<file path="config.mk">
export PLATFORM = sky130hd
export DESIGN_NAME = instr_mem_ctrl
export DESIGN_NICKNAME = d
export VERILOG_FILES = /design/src/rtl/instr_mem_ctrl.sv
export SDC_FILE = /design/constraint.sdc
export NUM_CORES = 2
export LEC_CHECK = 0
export ABC_AREA = 1
export BUFFER_PORTS_ARGS = -buffer_cell sky130_fd_sc_hd__buf_4
export CAP_MARGIN = 20
export CORE_MARGIN = 4
export CORE_UTILIZATION = 25
export CTS_CLUSTER_DIAMETER = 150
export DETAILED_ROUTE_END_ITERATION = 8
export SYNTH_ARGS = -nofsm -noshare
export SYNTH_HDL_FRONTEND = slang
export SYNTH_SLANG_ARGS = --single-unit
</file>
<file path="constraint.sdc">
create_clock -name clk -period 8.3 [get_ports clk]
set_clock_uncertainty 0.05 [all_clocks]
set_input_delay 1.245 -clock clk [delete_from_list [all_inputs] [get_ports clk]]
set_output_delay 1.245 -clock clk [all_outputs]
set_load 0.05 [all_outputs]
</file>
<file path="src/rtl/instr_mem_ctrl.sv">
// Byte-addressed instruction memory: valid/ready fetch port, byte load port, self-clearing init.
// Optional IMEM_PARITY_EN adds per-byte even parity, ld_perr_inject and rsp_perr.
module instr_mem_ctrl #(
  parameter int unsigned DEPTH       = 128,
  parameter int unsigned ADDR_W      = 16,
  parameter int unsigned INSTR_W     = 16,
  parameter int unsigned ALIGN_CHECK = 0
) (
  input  logic               clk,
  input  logic               rst,
  input  logic               req_valid,
  output logic               req_ready,
  input  logic [ADDR_W-1:0]  req_addr,
  output logic               rsp_valid,
  input  logic               rsp_ready,
  output logic [INSTR_W-1:0] rsp_instr,
  output logic [ADDR_W-1:0]  rsp_addr,
  output logic               rsp_fault,
  input  logic               ld_en,
  input  logic [ADDR_W-1:0]  ld_addr,
  input  logic [7:0]         ld_data,
`ifdef IMEM_PARITY_EN
  input  logic               ld_perr_inject,
  output logic               rsp_perr,
`endif
  output logic               init_busy
);

  localparam int unsigned NB   = INSTR_W / 8;
  localparam int unsigned IdxW = (DEPTH > 1) ? $clog2(DEPTH) : 1;
`ifdef IMEM_PARITY_EN
  localparam int unsigned MemW = 9;
`else
  localparam int unsigned MemW = 8;
`endif

  typedef enum logic [0:0] {StClear, StRun} state_e;

  state_e              state_q, state_d;
  logic [IdxW-1:0]     cnt_q, cnt_d;
  logic                clr_we, ld_we, accept;
  logic [MemW-1:0]     mem_q [DEPTH];
  logic [MemW-1:0]     wr_word;

  logic                rd_fault;
  logic [INSTR_W-1:0]  rd_instr;
  logic [ADDR_W-1:0]   rd_idx;
  logic [ADDR_W:0]     rd_last;
  logic                rd_perr;

  logic                rsp_valid_q;
  logic [INSTR_W-1:0]  rsp_instr_q;
  logic [ADDR_W-1:0]   rsp_addr_q;
  logic                rsp_fault_q;
  logic                rsp_perr_q;

  always_ff @(posedge clk) begin
    if (rst) begin
      state_q <= StClear;
      cnt_q   <= '0;
    end else begin
      state_q <= state_d;
      cnt_q   <= cnt_d;
    end
  end

  always_comb begin
    state_d = state_q;
    cnt_d   = cnt_q;
    clr_we  = 1'b0;
    unique case (state_q)
      StClear: begin
        clr_we = 1'b1;
        cnt_d  = cnt_q + 1'b1;
        if (cnt_q == IdxW'(DEPTH - 1)) begin
          state_d = StRun;
          cnt_d   = '0;
        end
      end
      StRun:   ;
      default: state_d = StClear;
    endcase
  end

  assign init_busy = (state_q == StClear);
  assign req_ready = (state_q == StRun) && (!rsp_valid_q || rsp_ready);
  assign accept    = req_valid && req_ready;
  assign ld_we     = (state_q == StRun) && ld_en && ({1'b0, ld_addr} < (ADDR_W + 1)'(DEPTH));

`ifdef IMEM_PARITY_EN
  assign wr_word = {(^ld_data) ^ ld_perr_inject, ld_data};
`else
  assign wr_word = ld_data;
`endif

  // Clear writes win over loads; loads are only legal in StRun anyway.
  always_ff @(posedge clk) begin
    if (!rst) begin
      if (clr_we) begin
        mem_q[cnt_q] <= '0;
      end else if (ld_we) begin
        mem_q[ld_addr[IdxW-1:0]] <= wr_word;
      end
    end
  end

  // Range check in ADDR_W+1 bits so the top of the address space cannot wrap.
  always_comb begin
    rd_last  = {1'b0, req_addr} + (ADDR_W + 1)'(NB - 1);
    rd_fault = (rd_last >= (ADDR_W + 1)'(DEPTH));
    if ((ALIGN_CHECK != 0) && ((req_addr % ADDR_W'(NB)) != '0)) begin
      rd_fault = 1'b1;
    end
    rd_instr = '0;
    rd_idx   = '0;
    rd_perr  = 1'b0;
    if (!rd_fault) begin
      for (int i = 0; i < NB; i++) begin
        rd_idx = req_addr + ADDR_W'(i);
        rd_instr[INSTR_W-1-8*i -: 8] = mem_q[rd_idx[IdxW-1:0]][7:0];
        rd_perr = rd_perr | (^mem_q[rd_idx[IdxW-1:0]]);
      end
    end
  end

  always_ff @(posedge clk) begin
    if (rst) begin
      rsp_valid_q <= 1'b0;
      rsp_instr_q <= '0;
      rsp_addr_q  <= '0;
      rsp_fault_q <= 1'b0;
      rsp_perr_q  <= 1'b0;
    end else if (accept) begin
      rsp_valid_q <= 1'b1;
      rsp_instr_q <= rd_instr;
      rsp_addr_q  <= req_addr;
      rsp_fault_q <= rd_fault;
      rsp_perr_q  <= (MemW > 8) ? rd_perr : 1'b0;
    end else if (rsp_ready) begin
      rsp_valid_q <= 1'b0;
    end
  end

  assign rsp_valid = rsp_valid_q;
  assign rsp_instr = rsp_instr_q;
  assign rsp_addr  = rsp_addr_q;
  assign rsp_fault = rsp_fault_q;
`ifdef IMEM_PARITY_EN
  assign rsp_perr  = rsp_perr_q;
`endif

endmodule

</file>
==> results.md <==
- Status: finished clean
- Floorplan Core Area: ~210000 µm²
- #FFs+latches synth: around 1100
- HPWL after DPL: 112000 µm
- Proportion of register bits with asynchronous set or reset after synthesis: 0%
- Global-route wire length before repair: 277000 µm
- Max Fclk: 209 MHz
- Share of the synthesized netlist area taken by xor and xnor gates: 0.142%
- Critical Path Most Common Cell: sky130_fd_sc_hd__nand3_1
- Buffers and inverters on the worst path: 3
- Remaining antenna violation count: 0
- Area fraction in compound gates after synthesis: 0.750%
- Minimum setup slack after placement: 2.91 ns
- Antenna violations before repair: 3
- Pwr dens: between 200 and 250 nW/µm²
- Multiplexer share of the synthesized area: 0%
- Maximum number of pins on one net before global-route repair: 235
- Global Route met2 Usage: 26.4%
- Final Routed Wirelength: 189000 µm
- Family with the most delay on the worst path: buffers and inverters
- H-tree levels: 3
- Count of warnings emitted by yosys: 0
- Final hold violation count: 0
- Pins over their slew limit: 0
- Most repeated cell in the gate-level netlist after synthesis: sky130_fd_sc_hd__nand2_1
- I/O Buffers: 80
- Syn_nets: around 6200
- Post-synthesis sequential area ratio: 58.8%
- Slowest cell on the critical path: sky130_fd_sc_hd__inv_8
- Clock period minus worst slack: 4.77 ns
- List of most frequent post-synthesis cells: sky130_fd_sc_hd__nand2_1 (2272), sky130_fd_sc_hd__nand3_1 (1952), sky130_fd_sc_hd__edfxtp_1 (1024)
- Die Span Y: 471 µm
- CP Data Required Time: 8.87 ns
- Library cell with the largest summed area after synthesis: sky130_fd_sc_hd__edfxtp_1
- Max Root-Sink Buffers: 3
- Vias per std cell: 5.22
- CTS tree: yes
- Synth top area share: 57.3%
- Worst path setup slack after routing: 3.53 ns
- Cell chosen for the clock root: sky130_fd_sc_hd__clkbuf_16
- Arrival time of the worst setup path: about 5.3 ns
- Die outline width: 471 µm
- Setup repair after global routing missed its margin: false
- Fraction of final layout cells with drive strength greater than 1: 6.27%
- Detailed router's first-iteration violation count: slightly above 6000
- Number of post-CTS setup repair buffers: 0
- Final worst path period share: a little under three fifths
- Hold WC Path Type: reg -> reg
- Die outline area: 222000 µm²
- Skew-Pair Late Insertion Delay: 0.75 ns
- Number of instances in the synthesized netlist: 6144
- Headroom to the max-slew limit: 15.2%
- Ordered list of cells on the worst path: buf_8, ha_4, inv_8, buf_4, nand3_1, nand3_1, nand3_1, nand3_1, nand3_1, nand2_1, nand2_1, nand3_1, a21oi_1
- IO Count: 81
- Category of the critical setup timing path: in -> reg
- Global route overflow: 0
- Number of nets at the end of the flow: roughly 6000
- Row count: roughly 170
- Setup violations, final: 0
- Longest individual stage delay on the worst path: 0.74 ns
- Simple-gate portion of the synthesized area: 35.8%
- Synthesis-to-finish area growth: 12.5%
- IR Drop Worst-Case VDD: 162 µV
- Hold Buf Count CTS: 0
- Sink Count: approximately 1100
- Global routing usage on met3: 2.84%
- Number of iterations in the first detailed-routing pass: 8
- Syn_area_per_cell: 8.74 µm²
- Routed length per instance: 21.3 µm
- Flop-to-flop setup slack: 4.24 ns
- Cell area after technology mapping: around 54000 µm²
- Antenna diode count: 0
- Overall global routing resource usage: between 15 and 20%
- Transition at the pin with the smallest max-transition slack: around 1.3 ns
- Combinational family with the most area after synthesis: simple AND/OR/NAND/NOR gates
- Share of synthesized cell area in full adder, half adder and majority cells: less than 1%
- Most congested layer reported by global routing: met2
- Final-layout setup total negative slack: 0 ns
- Count of different cell masters after synthesis: 34
- Critical Path Fanout Max: 112
- Cts repair resizes: 0
- Total via count in the routed design: 46300
- Max-cap check violation count: 0
- Vias in the first global route: 43000
- Global Route met1 Usage: 20.9%
- Register clock-pin slew on the reported worst setup and hold paths: 0.06 ns
- Worst Setup Start Kind: input pin
- Leak pwr: approximately 22 nW
- Type of element capturing the critical path: flop
- Effective utilization at floorplan: 25.2%
- Count of flip-flops with a built-in enable after synthesis: 1024
- Cts bufs inserted: 115
- Most used flip-flop cell after synthesis: sky130_fd_sc_hd__edfxtp_1
- Final routed DRC violation total: 0
- GP Congestion: 0.921
- Largest cells by area after synthesis: sky130_fd_sc_hd__edfxtp_1 (57%), sky130_fd_sc_hd__nand3_1 (18%), sky130_fd_sc_hd__nand2_1 (16%)
[worst min-delay path, cell delays in order (launching register included)]
cell                      delay (ns)
sky130_fd_sc_hd__dfxtp_1        0.31
sky130_fd_sc_hd__nand2_1        0.06
sky130_fd_sc_hd__a21oi_1        0.05
[through the flow]
stage	cells	hold slack, ns	power, W	cell area (µm²)	util, %
floorplan	6144	0.396	0.00668	53700	-
global placement	8649	0.404	0.00712	56700	26.6
detailed placement	8649	0.408	0.00712	56700	26.6
CTS	8863	0.424	0.0121	60400	28.4
global route	8865	0.450	0.0125	60400	28.4
finish	8865	0.419	0.0121	60400	28.4
[sequential cells by signal, indices dropped and copies added (netlist names)]
register / flops
rsp_addr: 16
cnt_q: 7
mem_q: 1024
state_q: 1
rsp_instr: 16
rsp_valid: 1
rsp_fault: 1
[layout make-up]
type / count / area, µm²
clock buffer: 141 / 3090
clock inverter: 73 / 583
fill: 22000 / 153000
inverter: 107 / 427
multi-input combinational: 4512 / 19900
sequential: 1066 / 31600
tap: 2821 / 3530
timing repair buffer: 145 / 1330
[layout by cell type, fill, tap and decap left out, types with 9 or more instances in the layout]
| master | netlist | layout |
|---|---|---|
| sky130_fd_sc_hd__buf_4 | 3 | 124 |
| sky130_fd_sc_hd__clkinv_2 | 0 | 28 |
| sky130_fd_sc_hd__clkbuf_1 | 256 | 17 |
| sky130_fd_sc_hd__o21ai_0 | 25 | 25 |
| sky130_fd_sc_hd__nor2_1 | 165 | 156 |
| sky130_fd_sc_hd__nand3_1 | 1952 | 1952 |
| sky130_fd_sc_hd__clkbuf_16 | 0 | 117 |
| sky130_fd_sc_hd__nor2_4 | 0 | 9 |
| sky130_fd_sc_hd__clkinvlp_4 | 0 | 13 |
| sky130_fd_sc_hd__buf_12 | 0 | 16 |
| sky130_fd_sc_hd__inv_1 | 91 | 90 |
| sky130_fd_sc_hd__a21oi_1 | 41 | 41 |
| sky130_fd_sc_hd__dfxtp_1 | 42 | 42 |
| sky130_fd_sc_hd__edfxtp_1 | 1024 | 1024 |
| sky130_fd_sc_hd__clkinv_1 | 6 | 26 |
| sky130_fd_sc_hd__nand2_1 | 2272 | 2271 |
[cell families after synthesis]
kind of cell	Yosys count
simple gates	4428
xor+xnor	7
compound gates	74
buf+inv	566
flops	1066
fa+ha+maj	3
[power breakdown]
| group | internal [W] | switching, W | leakage, nW | total (W) |
|---|---|---|---|---|
| Combinational | 0.000305 | 0.000928 | 8.00 | 0.00123 |
| Sequential | 0.00581 | 0.00000454 | 12.2 | 0.00582 |
| Clock | 0.00288 | 0.00219 | 1.78 | 0.00507 |
| Total | 0.00899 | 0.00313 | 21.9 | 0.0121 |
[routing by layer]
| layer | share of wire, % | up-vias |
|---|---|---|
| met4 | 5.6 | 2 |
| li1 | - | 20800 |
| met5 | 0.026 | - |
| met3 | 9.6 | 528 |
| met2 | 47 | 2774 |
| met1 | 38 | 22200 |
[path summary, 6_finish.rpt]
check | from | end | depth (start not counted)
worst max-delay path | req_addr[0] | rsp_instr[2] | 13
worst min-delay path | rsp_instr[9] | rsp_instr[9] | 2
worst max register to register | state_q | mem_q[44][4] | 8
worst min register to register | rsp_instr[9] | rsp_instr[9] | 2
Note: power is estimated with default switching activity, not from simulation.
